File: src/rtl/constants.sv
// Shared limits for the multi-channel clock divider.
package constants;

    localparam int unsigned MAX_CHANNELS = 16;
    localparam int unsigned MAX_WIDTH    = 32;

endpackage

File: src/rtl/wires.sv
// Per-channel divider state, held at the widest supported divisor width.
package wires;

    import constants::*;

    typedef struct packed {
        logic [MAX_WIDTH-1:0] count;
        logic [MAX_WIDTH-1:0] active;
        logic [MAX_WIDTH-1:0] pend_div;
        logic                 pend;
    } chan_state_t;

endpackage

File: src/rtl/clk_div_chan.sv
// One divider channel: half-period counter, active/pending divisor and clock toggle.
module clk_div_chan
    import constants::*;
    import wires::*;
#(
    parameter int unsigned WIDTH     = 16,
    parameter int unsigned RESET_DIV = 0
) (
    input  logic             clock,
    input  logic             reset,
    input  logic             wr_en,
    input  logic [WIDTH-1:0] wr_div,
    input  logic             enable,
    output logic             clock_per,
    output logic             tick,
    output logic             pending
);

    localparam int unsigned MW = MAX_WIDTH;

    chan_state_t st_q, st_d;
    logic        clk_q, clk_d;
    logic        tick_q, tick_d;

    // Next-state: stopped channels pick up a pending divisor at once,
    // running ones only at the falling wrap so no half-period is cut.
    always_comb begin
        st_d   = st_q;
        clk_d  = clk_q;
        tick_d = 1'b0;
        if (st_q.active == '0) begin
            clk_d      = 1'b0;
            st_d.count = '0;
            if (st_q.pend) begin
                st_d.active = st_q.pend_div;
                st_d.pend   = 1'b0;
            end
        end else if (enable) begin
            if (st_q.count == st_q.active - MW'(1)) begin
                st_d.count = '0;
                clk_d      = ~clk_q;
                tick_d     = ~clk_q;
                if (clk_q && st_q.pend) begin
                    st_d.active = st_q.pend_div;
                    st_d.pend   = 1'b0;
                end
            end else begin
                st_d.count = st_q.count + MW'(1);
            end
        end
        // Writes are only accepted while nothing is pending, so no apply can collide.
        if (wr_en) begin
            st_d.pend_div = MW'(wr_div);
            st_d.pend     = 1'b1;
        end
    end

    always_ff @(posedge clock or negedge reset) begin
        if (!reset) begin
            st_q.count    <= '0;
            st_q.active   <= MW'(WIDTH'(RESET_DIV));
            st_q.pend_div <= '0;
            st_q.pend     <= 1'b0;
            clk_q         <= 1'b0;
            tick_q        <= 1'b0;
        end else begin
            st_q   <= st_d;
            clk_q  <= clk_d;
            tick_q <= tick_d;
        end
    end

    assign clock_per = clk_q;
    assign tick      = tick_q;
    assign pending   = st_q.pend;

endmodule

File: src/rtl/clk_div_multi.sv
// Bank of independent programmable clock dividers sharing one write port.
module clk_div_multi
    import constants::*;
#(
    parameter int unsigned CHANNELS  = 2,
    parameter int unsigned WIDTH     = 16,
    parameter int unsigned RESET_DIV = 0
) (
    input  logic                clock,
    input  logic                reset,
    input  logic                cfg_valid,
    output logic                cfg_ready,
    input  logic [((CHANNELS > 1) ? $clog2(CHANNELS) : 1)-1:0] cfg_chan,
    input  logic [WIDTH-1:0]    cfg_div,
    input  logic [CHANNELS-1:0] enable,
    output logic [CHANNELS-1:0] clock_per,
    output logic [CHANNELS-1:0] tick,
    output logic [CHANNELS-1:0] pending
);

    localparam int unsigned CHAN_W = (CHANNELS > 1) ? $clog2(CHANNELS) : 1;

    if (CHANNELS == 0 || CHANNELS > MAX_CHANNELS || WIDTH == 0 || WIDTH > MAX_WIDTH) begin : g_bad_cfg
        $error("clk_div_multi: unsupported CHANNELS/WIDTH");
    end

    // Ready only for an existing channel with no divisor already waiting.
    always_comb begin
        cfg_ready = 1'b0;
        for (int i = 0; i < CHANNELS; i++) begin
            if (CHAN_W'(i) == cfg_chan) begin
                cfg_ready = ~pending[i];
            end
        end
    end

    for (genvar g = 0; g < CHANNELS; g++) begin : g_chan
        logic wr_en;

        assign wr_en = cfg_valid && cfg_ready && (cfg_chan == CHAN_W'(g));

        clk_div_chan #(
            .WIDTH     (WIDTH),
            .RESET_DIV (RESET_DIV)
        ) u_chan (
            .clock     (clock),
            .reset     (reset),
            .wr_en     (wr_en),
            .wr_div    (cfg_div),
            .enable    (enable[g]),
            .clock_per (clock_per[g]),
            .tick      (tick[g]),
            .pending   (pending[g])
        );
    end

endmodule

File: config.mk
export PLATFORM = sky130hd
export DESIGN_NAME = clk_div_multi
export DESIGN_NICKNAME = d
export VERILOG_FILES = /design/src/rtl/constants.sv /design/src/rtl/wires.sv /design/src/rtl/clk_div_chan.sv /design/src/rtl/clk_div_multi.sv
export SDC_FILE = /design/constraint.sdc
export NUM_CORES = 1
export LEC_CHECK = 0
export BUFFER_PORTS_ARGS = -buffer_cell sky130_fd_sc_hd__buf_2
export CAP_MARGIN = 25
export CORE_ASPECT_RATIO = 1.5
export CORE_MARGIN = 2
export CORE_UTILIZATION = 55
export CTS_CLUSTER_SIZE = 8
export DETAILED_ROUTE_END_ITERATION = 8
export PLACE_DENSITY = 0.72
export SETUP_SLACK_MARGIN = 0.3
export SLEW_MARGIN = 20
export SYNTH_ARGS = -nofsm -noshare
export SYNTH_HDL_FRONTEND = slang
export SYNTH_HIERARCHICAL = 1
export SYNTH_SLANG_ARGS = --single-unit
File: constraint.sdc
create_clock -name clock -period 9.85 [get_ports clock]
set_input_delay 0.985 -clock clock [delete_from_list [all_inputs] [get_ports clock]]
set_output_delay 0.985 -clock clock [all_outputs]
set_load 0.02 [all_outputs]
# After elaboration in Yosys (flattened, before gate mapping)
# Cells that the tools add are included.
[totals] regBits=166 word_cells=85 output_inout_bits=7
[op_classes] n_mux=35 n_reduce_logical=25 n_eq_ne=4 add_sub_neg=4 bitwise=5
[ops] op="$mux W32" n=8
[ops] op="$mux W64" n=4
[ops] op="$add A32 B1 Y32 const B" n=2
[ops] op="$eq A32 B32 Y1" n=2
[ops] op="$logic_not A32 Y1" n=2
[ops] op="$sub A32 B1 Y32 const B" n=2
[ops] op="$mux W1" n=23
[ops] op="$reduce_bool A3 Y1" n=6
[ops] op="$reduce_bool A2 Y1" n=6
[ops] op="$reduce_and A4 Y1" n=2
[ops] op="$reduce_and A3 Y1" n=2
[ops] op="$logic_and A1 B1 Y1" n=5
[ops] op="$not A1 Y1" n=5
[ops] op="$ne A2 B1 Y1 const B" n=2
[ops] op="$reduce_and A2 Y1" n=2

# Longest topological paths before layout
# Gate-level depths: netlist of the first run.
[logic_depth] word_depth=6 depth_mapped=15 depth_no_buf=12

# Hierarchy
# Netlist of the first run, hierarchy kept.
[by_module_without_submodules] module="clk_div_chan" n_inst=2 seq_area_each_um2=1676.6 cells_each=375 area_each_um2=3787.4
[by_module_without_submodules] module="clk_div_multi" n_inst=1 seq_area_each_um2=0.0 cells_each=3 area_each_um2=26.3

# Worst setup path before layout of the first run
# Ideal clock, no wire load.
[synth_path] path_kind="flip-flop to flip-flop" start="register g_chan[0].u_chan/st_q[37] (netlist bit)" end="register g_chan[0].u_chan/st_q[41] (netlist bit)" stages_incl_launch_ff=15 required_time_ns=9.725 path_buffers=2 path_slack_ns=6.041 setup_time_ns=0.125 t_arrival_ns=3.684 cell_sequence="dfrtp_1 buf_4 nor4_4 nand4_2 clkinv_2 ha_1 xor2_1 nand4_1 or3_1 a2111oi_1 o2111ai_2 nor4_4 o21ai_4 buf_6 mux2_4"
[synth_between] elab_chain_cells=4 elab_cells_between_ends=9
[synth_lines] element="start: declaration" line_no="clk_div_chan.sv:21" source="chan_state_t st_q, st_d;"
[synth_lines] element="start signal: assignment" line_no="clk_div_chan.sv:67" source="st_q <= st_d;"
[synth_lines] element="$sub A32 B1 Y32" line_no="clk_div_chan.sv:39" source="if (st_q.count == st_q.active - MW'(1)) begin"
[synth_lines] element="$eq A32 B32 Y1" line_no="clk_div_chan.sv:39"
[synth_lines] element="$reduce_bool A2 Y1 (no line)"
[synth_lines] element="$reduce_and A4 Y1 (no line)"
# Parallel ways exist; a longest one is shown, timed or not.
# A chain may end at the register's enable or synchronous reset.

# Worst setup path after layout of the first run
[layout_path] start="register g_chan[1].u_chan/st_q[41] (netlist bit)" end="register g_chan[1].u_chan/st_q[43] (netlist bit)"
[layout_between] elab_chain_cells=4 elab_cells_between_ends=9
[layout_lines] element="start: declaration" line_no="clk_div_chan.sv:21"
[layout_lines] element="start signal: assignment" line_no="clk_div_chan.sv:67"
[layout_lines] element="$sub A32 B1 Y32" line_no="clk_div_chan.sv:39"
[layout_lines] element="$eq A32 B32 Y1" line_no="clk_div_chan.sv:39"
[layout_lines] element="$reduce_bool A2 Y1 (no line)"
[layout_lines] element="$reduce_and A4 Y1 (no line)"
# Parallel ways exist; a longest one is shown, timed or not.

==> results of run 1 <==
==> synth_stat cells, types with 4 or more instances <==
| library cell | instances | area share [%] |
|---|---|---|
| dfrtp_1 | 134 | 44 |
| nor2_1 | 106 | 5.2 |
| xnor2_1 | 62 | 7.1 |
| mux2_2 | 46 | 6.8 |
| inv_1 | 40 | 2.0 |
| xor2_1 | 38 | 4.4 |
| a21oi_1 | 34 | 2.2 |
| nand2_1 | 34 | 1.7 |
| nor3_1 | 26 | 1.7 |
| nand4_1 | 18 | 1.5 |
| o21ai_0 | 18 | 1.2 |
| or3_1 | 16 | 1.3 |
| and3_1 | 12 | 0.99 |
| clkbuf_1 | 12 | 0.59 |
| nand3_1 | 12 | 0.79 |
| o2bb2a_1 | 12 | 1.6 |
| buf_2 | 8 | 0.53 |
| ha_1 | 6 | 0.99 |
| mux2_4 | 6 | 1.2 |
| nor2b_1 | 6 | 0.49 |
| nor4_1 | 6 | 0.49 |
| nor4_4 | 6 | 1.7 |
| o2111ai_1 | 6 | 0.69 |
| a31oi_1 | 4 | 0.33 |
| and4_2 | 4 | 0.53 |
| buf_6 | 4 | 0.59 |
| nand2b_1 | 4 | 0.33 |
| nand3b_1 | 4 | 0.40 |
| nand4_2 | 4 | 0.66 |
| nor4b_1 | 4 | 0.46 |
| o21bai_1 | 4 | 0.40 |
==> per-layer routing <==
| layer | share of wire [%] | GRT usage (%) | wire (um) | vias up |
|---|---|---|---|---|
| met1 | 41 | 30.1 | 7050 | 2718 |
| met4 | 3.1 | 9.18 | 528 | 0 |
| met5 | 0 | 0 | 0 | - |
| met3 | 3.3 | 4.82 | 571 | 39 |
| li1 | - | - | - | 2675 |
| met2 | 52 | 42.7 | 8910 | 126 |
==> logic make-up after synthesis <==
kind of cell             count (synthesis)  share of synthesized area (%)
AND/OR/NAND/NOR                        280                           20.4
flip-flops                             134                           44.1
AO/OA/AOI/OAI                          108                           10.6
XOR/XNOR                               100                           11.5
buffers and inverters                   72                           4.25
multiplexers                            53                           8.13
adder cells (fa/ha/maj)                  6                          0.988
==> power breakdown <==
part | internal, W | switching (W) | leakage, nW
Sequential | 0.000640 | 0.0000871 | 1.68
Clock | 0.000390 | 0.000276 | 0.308
Combinational | 0.0000979 | 0.0000795 | 1.62
Total | 0.00113 | 0.000443 | 3.61
==> cells in the final DEF (no fill, tap or decap), types with 6 or more instances in the layout <==
master / synthesis / routed
a21oi_1: 34 / 34
clkbuf_16: 0 / 17
nand2_1: 34 / 34
nand4_1: 18 / 18
xnor2_1: 62 / 62
nor3_1: 26 / 26
buf_2: 8 / 27
nor4_1: 6 / 6
o2111ai_1: 6 / 6
nand3_1: 12 / 12
dfrtp_1: 134 / 134
mux2_4: 6 / 6
o21ai_0: 18 / 18
inv_6: 0 / 6
nor2b_1: 6 / 6
and3_1: 12 / 12
xor2_1: 38 / 38
inv_1: 40 / 40
nor4_4: 6 / 6
mux2_2: 46 / 46
or3_1: 16 / 16
o2bb2a_1: 12 / 12
nor2_1: 106 / 106
ha_1: 6 / 6
==> area by class of cell <==
type,instances,area [um^2],area share [%]
repair buffers,30,165,1.96
clock buffers,17,425,5.04
flip-flops and latches,134,3350,39.7
inverters,42,160,1.90
clock inverters,15,204,2.42
well taps,162,203,2.40
multi-input cells,547,3930,46.6
==> flip-flops by register name (all words and copies together), names as in the netlist <==
register / flops
g_chan.u_chan/st_q: 128
g_chan.u_chan/pending: 2
g_chan.u_chan/tick: 2
g_chan.u_chan/clock_per: 2
==> path summary, 6_finish.rpt <==
| path | endpoint | slack [ns] | cells past startpoint |
|---|---|---|---|
| setup / recovery | g_chan[1].u_chan/st_q[43] | 5.32 | 12 |
| hold / removal | g_chan[0].u_chan/st_q[75] | 0.50 | 1 |
| setup reg to reg | g_chan[1].u_chan/st_q[43] | 5.32 | 12 |
| hold reg to reg | g_chan[1].u_chan/st_q[45] | 0.50 | 1 |
| max in group asynchronous | g_chan[1].u_chan/st_q[35] | 8.26 | 2 |
| min in group clock | g_chan[1].u_chan/st_q[45] | 0.50 | 1 |
==> stage by stage <==
stage          instance area (um^2)  cells  total power [W]  setup slack (ns)
2_1_floorplan                  7600    753         0.000835              6.04
3_3_place_gp                   7810    915         0.000901              5.53
3_5_place_dp                   7810    915         0.000914              5.40
4_1_cts                        8440    947          0.00158              5.37
5_1_grt                        8440    947          0.00164              4.84
6_report                       8440    947          0.00157              5.32
==> metrics, run 1 <==
Finished Core Util between 60 and 70%; CP max FO 16; Synth Flop Type dfrtp_1; Clock Skew 0.00862 ns; initial DRC count 253; Mean Syn Cell Area 10.1 um^2; worst-skew pair later-pin latency 0.41 ns; drt drc 0; CP bufs+invs 1; Worst EP required 10.15 ns; initial antenna violation count 0; Setup TNS 0 ns; max cap viols 0; Nets 800; Final Max Slew Viols 0; maximum vdd drop 0.132 mV; drt wl/cell between 15 and 20 um; Max clock buf depth 2; Synth Cell Area around 7600 um^2; cts-stage hold buffer count 0; share of synthesized flip-flops with an asynchronous set or reset 100%; buffers inserted by post-CTS timing repair 0; Starting Density between 50% and 60%; number of global-route vias before repair 5732; gpl congestion 0.899; DR vias roughly 5600; largest net degree at the start of global routing 83; hpwl dp 12500 um; Pre-antenna DRT Iters 4; Clock Sink Count 134; Post-DRT Antenna Nets 0; # H-tree levels 4; crit-path leading delay family simple AND/OR/NAND/NOR gates; final hold vios 0; Crit Path Class flip-flop to flip-flop; global-route wire length before repair 28500 um; total core area 13500 um^2; crit path max-delay cell type nor3_1; sequential-to-total area share from yosys stat between 40% and 50%; synthesized flop and latch total approximately 130; GRT Util Overall 24.6%; vias per inst 5.87; FP Rows 52; Highest Clock Rate 221 MHz; CTS tree yes; crit path launch g_chan[1].u_chan/st_q[41]; Critical Path Max Stage Delay 0.78 ns; relative slew slack between 30% and 40%; Hold Crit Class input pin to asynchronous set/reset pin; CTS buffer count 17; Yosys Warn Count 6; grt total ovfl 0; FF-to-FF Start g_chan[1].u_chan/st_q[41]; CP arrival 4.83 ns; Diodes inserted 0; status completed; Die Span X 100 um; I/O pins 29; Unique masters post-synth 60; Die Ht 148 um; Worst Hold Slack 0.495 ns; Final setup viols 0; leakage about 3.6 nW; share of cells above drive strength 1 19.7%; Tcrit/Tclk final between 40% and 50%; Routed Wire Length 17100 um; Synth Net Count 781; worst slew pin tran 0.925 ns; clock-pin slew on the worst setup and hold paths approximately 0.06 ns; CP Capture Type flip-flop; Filler cells 1108; element type at the critical path start flip-flop; I/O Buffers 28; crit path cell chain nor3_1 -> nand4_2 -> clkinv_2 -> ha_1 -> xor2_1 -> nand4_1 -> or3_1 -> a2111oi_1 -> o2111ai_2 -> nor4_4 -> o21ai_4 -> mux2_4; RSZ-0062 raised after global routing false; Die ar. about 15000 um^2; Resized Gates After CTS 0; area grow syn2layout 11.0%; Root Buffer clkbuf_16; Pwr Density 186 nW/um^2; gate count of the mapped netlist between 700 and 800; Tmin final approximately 4.5 ns; number of synthesized flops with an enable pin 0
No activity file was read; power rests on OpenSTA's default activity.
==> inputs of run 2 (changes only) <==
--- a/config.mk
+++ b/config.mk
@@ -12,7 +12,7 @@
 export CORE_UTILIZATION = 55
 export CTS_CLUSTER_SIZE = 8
 export DETAILED_ROUTE_END_ITERATION = 8
-export PLACE_DENSITY = 0.72
+export PLACE_DENSITY = 0.75
 export SETUP_SLACK_MARGIN = 0.3
 export SLEW_MARGIN = 20
 export SYNTH_ARGS = -nofsm -noshare
==> constraint.sdc (replaced) <==
create_clock -name clock -period 3.98 [get_ports clock]
set_input_delay 0.398 -clock clock [delete_from_list [all_inputs] [get_ports clock]]
set_output_delay 0.398 -clock clock [all_outputs]
set_load 0.02 [all_outputs]
==> metrics, run 2 (same netlist as run 1, synthesis figures left out) <==
I/O Buffers 28 (unchanged); Nets 834 (+4.3%); element type at the critical path start flip-flop; FP Rows 52 (unchanged); Setup TNS 0 ns (unchanged); Reg-to-Reg End g_chan[1].u_chan/st_q[46]; Diodes inserted 0 (unchanged); Final Max Slew Viols 0 (unchanged); largest net degree at the start of global routing 94 (+13%); CTS tree yes; gpl congestion 0.943 (+4.9%); Pwr Density 441 nW/um^2 (+140%); slack of the critical path 0.352 ns (-4.97 ns); initial DRC count 374 (+48%); Crit Path Class flip-flop to flip-flop; Die ar. 14800 um^2 (unchanged); Die Span X 100 um (unchanged); Post-DRT Antenna Nets 0 (unchanged); # H-tree levels 4 (unchanged); DR vias 5904 (+6.2%); area of the multi-input gates 4120 um^2 (+4.8%); drt drc 0 (unchanged); Largest Register g_chan.u_chan/st_q; number of global-route vias before repair 6023 (+5.1%); status completed; final hold vios 0 (unchanged); clock-pin slew on the worst setup and hold paths 0.06 ns (about the same); total core area 13500 um^2 (unchanged); Starting Density 56.2% (unchanged); area grow syn2layout 17.0%; r2r setup slk 0.35 ns (-4.97 ns); RSZ-0062 raised after global routing true; worst slew pin tran 0.892 ns (-0.0323 ns); worst reg2reg path depth 14 (+2); placed cell area 7950 um^2 (+1.9%); worst-skew pair later-pin latency 0.42 ns (about the same); relative slew slack 40.4% (+2.6 points); Tmin final 3.63 ns (-0.900 ns); maximum vdd drop 0.315 mV (+140%); Tcrit/Tclk final 91.2% (+45 points); hpwl dp 13000 um (+4.4%); Filler cells 1039 (-6.2%); post-place setup slack 0.0858 ns (-5.31 ns); Hold Crit Class input pin to asynchronous set/reset pin; commonest non-fill, non-tap cell in the layout dfrtp_1; final instance area 8890 um^2 (+5.4%); FF-to-FF Start g_chan[1].u_chan/st_q[40]; most frequent cells in the layout dfrtp_1 (124), nor2_1 (106), xnor2_1 (62), mux2_2 (46), inv_1 (40); CP Capture Type flip-flop; Highest Clock Rate 276 MHz (+25%); global-route wire length before repair 30100 um (+5.6%); Root Buffer clkbuf_16; GRT Util Overall 26.0% (+1.4 points); Pre-antenna DRT Iters 6 (+2); initial antenna violation count 0 (unchanged); CTS buffer count 17 (unchanged); Die Ht 148 um (unchanged); number of instances in the placed design 931 (+1.7%); CP arrival 3.93 ns (-0.90 ns); drt wl/cell 19.1 um (+5.8%); share of cells above drive strength 1 27.6% (+7.8 points); Final setup viols 0 (unchanged); vias per inst 6.02 (+2.5%); max FFs per register 128 (unchanged); I/O pins 29 (unchanged); Non-Filler Instances 981 (+3.6%); Clock Sink Count 134 (unchanged); sequential cell area 3370 um^2 (+0.37%); max cap viols 0 (unchanged); Worst EP required 4.28 ns (-5.87 ns); Max clock buf depth 2 (unchanged); CP max FO 8 (-8); Finished Core Util 65.7% (+3.3 points); grt total ovfl 0 (unchanged); Clock Skew 0.00858 ns (-0.0000341 ns); Routed Wire Length 18700 um (+9.6%); leakage 3.79 nW (+5.0%)
-- run 2: cell types whose count changed in the layout (fill, tap and decap cells not counted), moves of 3 or more --
cell	change
a21oi_2	+4
clkinv_8	-3
nor3_2	+4
o2bb2a_2	+9
dfrtp_2	+10
o2bb2a_1	-11
a21oi_1	-4
dfrtp_1	-10
buf_4	+33
nor3_1	-4
-- run 2: stage by stage --
stage / power [W] / hold WS (ns)
2_1_floorplan: 0.00207 / 0.102
3_3_place_gp: 0.00222 / 0.476
3_5_place_dp: 0.00225 / 0.492
4_1_cts: 0.00394 / 0.0943
5_1_grt: 0.00409 / 0.124
6_report: 0.00392 / 0.0621
-- run 2: repair_timing --
action,CTS,global route
pin swaps,3,25
hold endpoints to repair,0,0
gates cloned,0,1
endpoints found under the setup margin,90,92
hold buffers,0,0
buffers inserted,1,16
resized for setup,4,41
-- run 2: critical path: stages, from the launching register on --
cell	delay, ns
dfrtp_1	0.42
nor4_4	0.40
nand4_4	0.19
inv_4	0.11
ha_4	0.20
xor2_2	0.11
nand4_1	0.11
or3_4	0.41
a2111oi_4	0.35
o2111ai_2	0.24
nor4_4	0.30
buf_4	0.19
buf_8	0.14
a21oi_1	0.07
o2bb2a_2	0.28
-- run 2: area by class of cell --
| class | instances | share of cell area (%) |
|---|---|---|
| Timing Repair Buffer | 63 | 4.69 |
| Tap cell | 162 | 2.28 |
| Sequential cell | 134 | 37.9 |
| Clock inverter | 14 | 2.10 |
| Clock buffer | 18 | 4.94 |
| Multi-Input combinational cell | 548 | 46.3 |
| Inverter | 42 | 1.82 |
-- run 2: where the power goes --
group | total, W | switching, W | internal, W
registers | 0.00181 | 0.000221 | 0.00159
logic | 0.000453 | 0.000209 | 0.000243
clock network | 0.00166 | 0.000643 | 0.00102
total | 0.00392 | 0.00107 | 0.00285
-- run 2: layer usage --
| metal | vias up | GRT usage [%] | routed length [um] |
|---|---|---|---|
| li1 | 2747 | - | - |
| met1 | 2914 | 29.9 | 7190 |
| met2 | 190 | 46.1 | 10100 |
| met3 | 53 | 4.82 | 761 |
| met4 | 0 | 12.7 | 682 |
| met5 | - | 0 | 0 |
-- run 2: worst max-delay path by stage --
stage	start	endpoint	slack [ns]
after floorplan	g_chan[0].u_chan/st_q[36]	g_chan[0].u_chan/st_q[41]	0.30
after global placement	g_chan[0].u_chan/st_q[33]	g_chan[0].u_chan/st_q[44]	0.15
after detailed placement	g_chan[0].u_chan/st_q[33]	g_chan[0].u_chan/st_q[93]	0.09
after CTS	g_chan[1].u_chan/st_q[34]	g_chan[1].u_chan/st_q[35]	0.35
after global routing	g_chan[1].u_chan/st_q[41]	g_chan[1].u_chan/st_q[46]	0.16
final	g_chan[1].u_chan/st_q[40]	g_chan[1].u_chan/st_q[46]	0.35
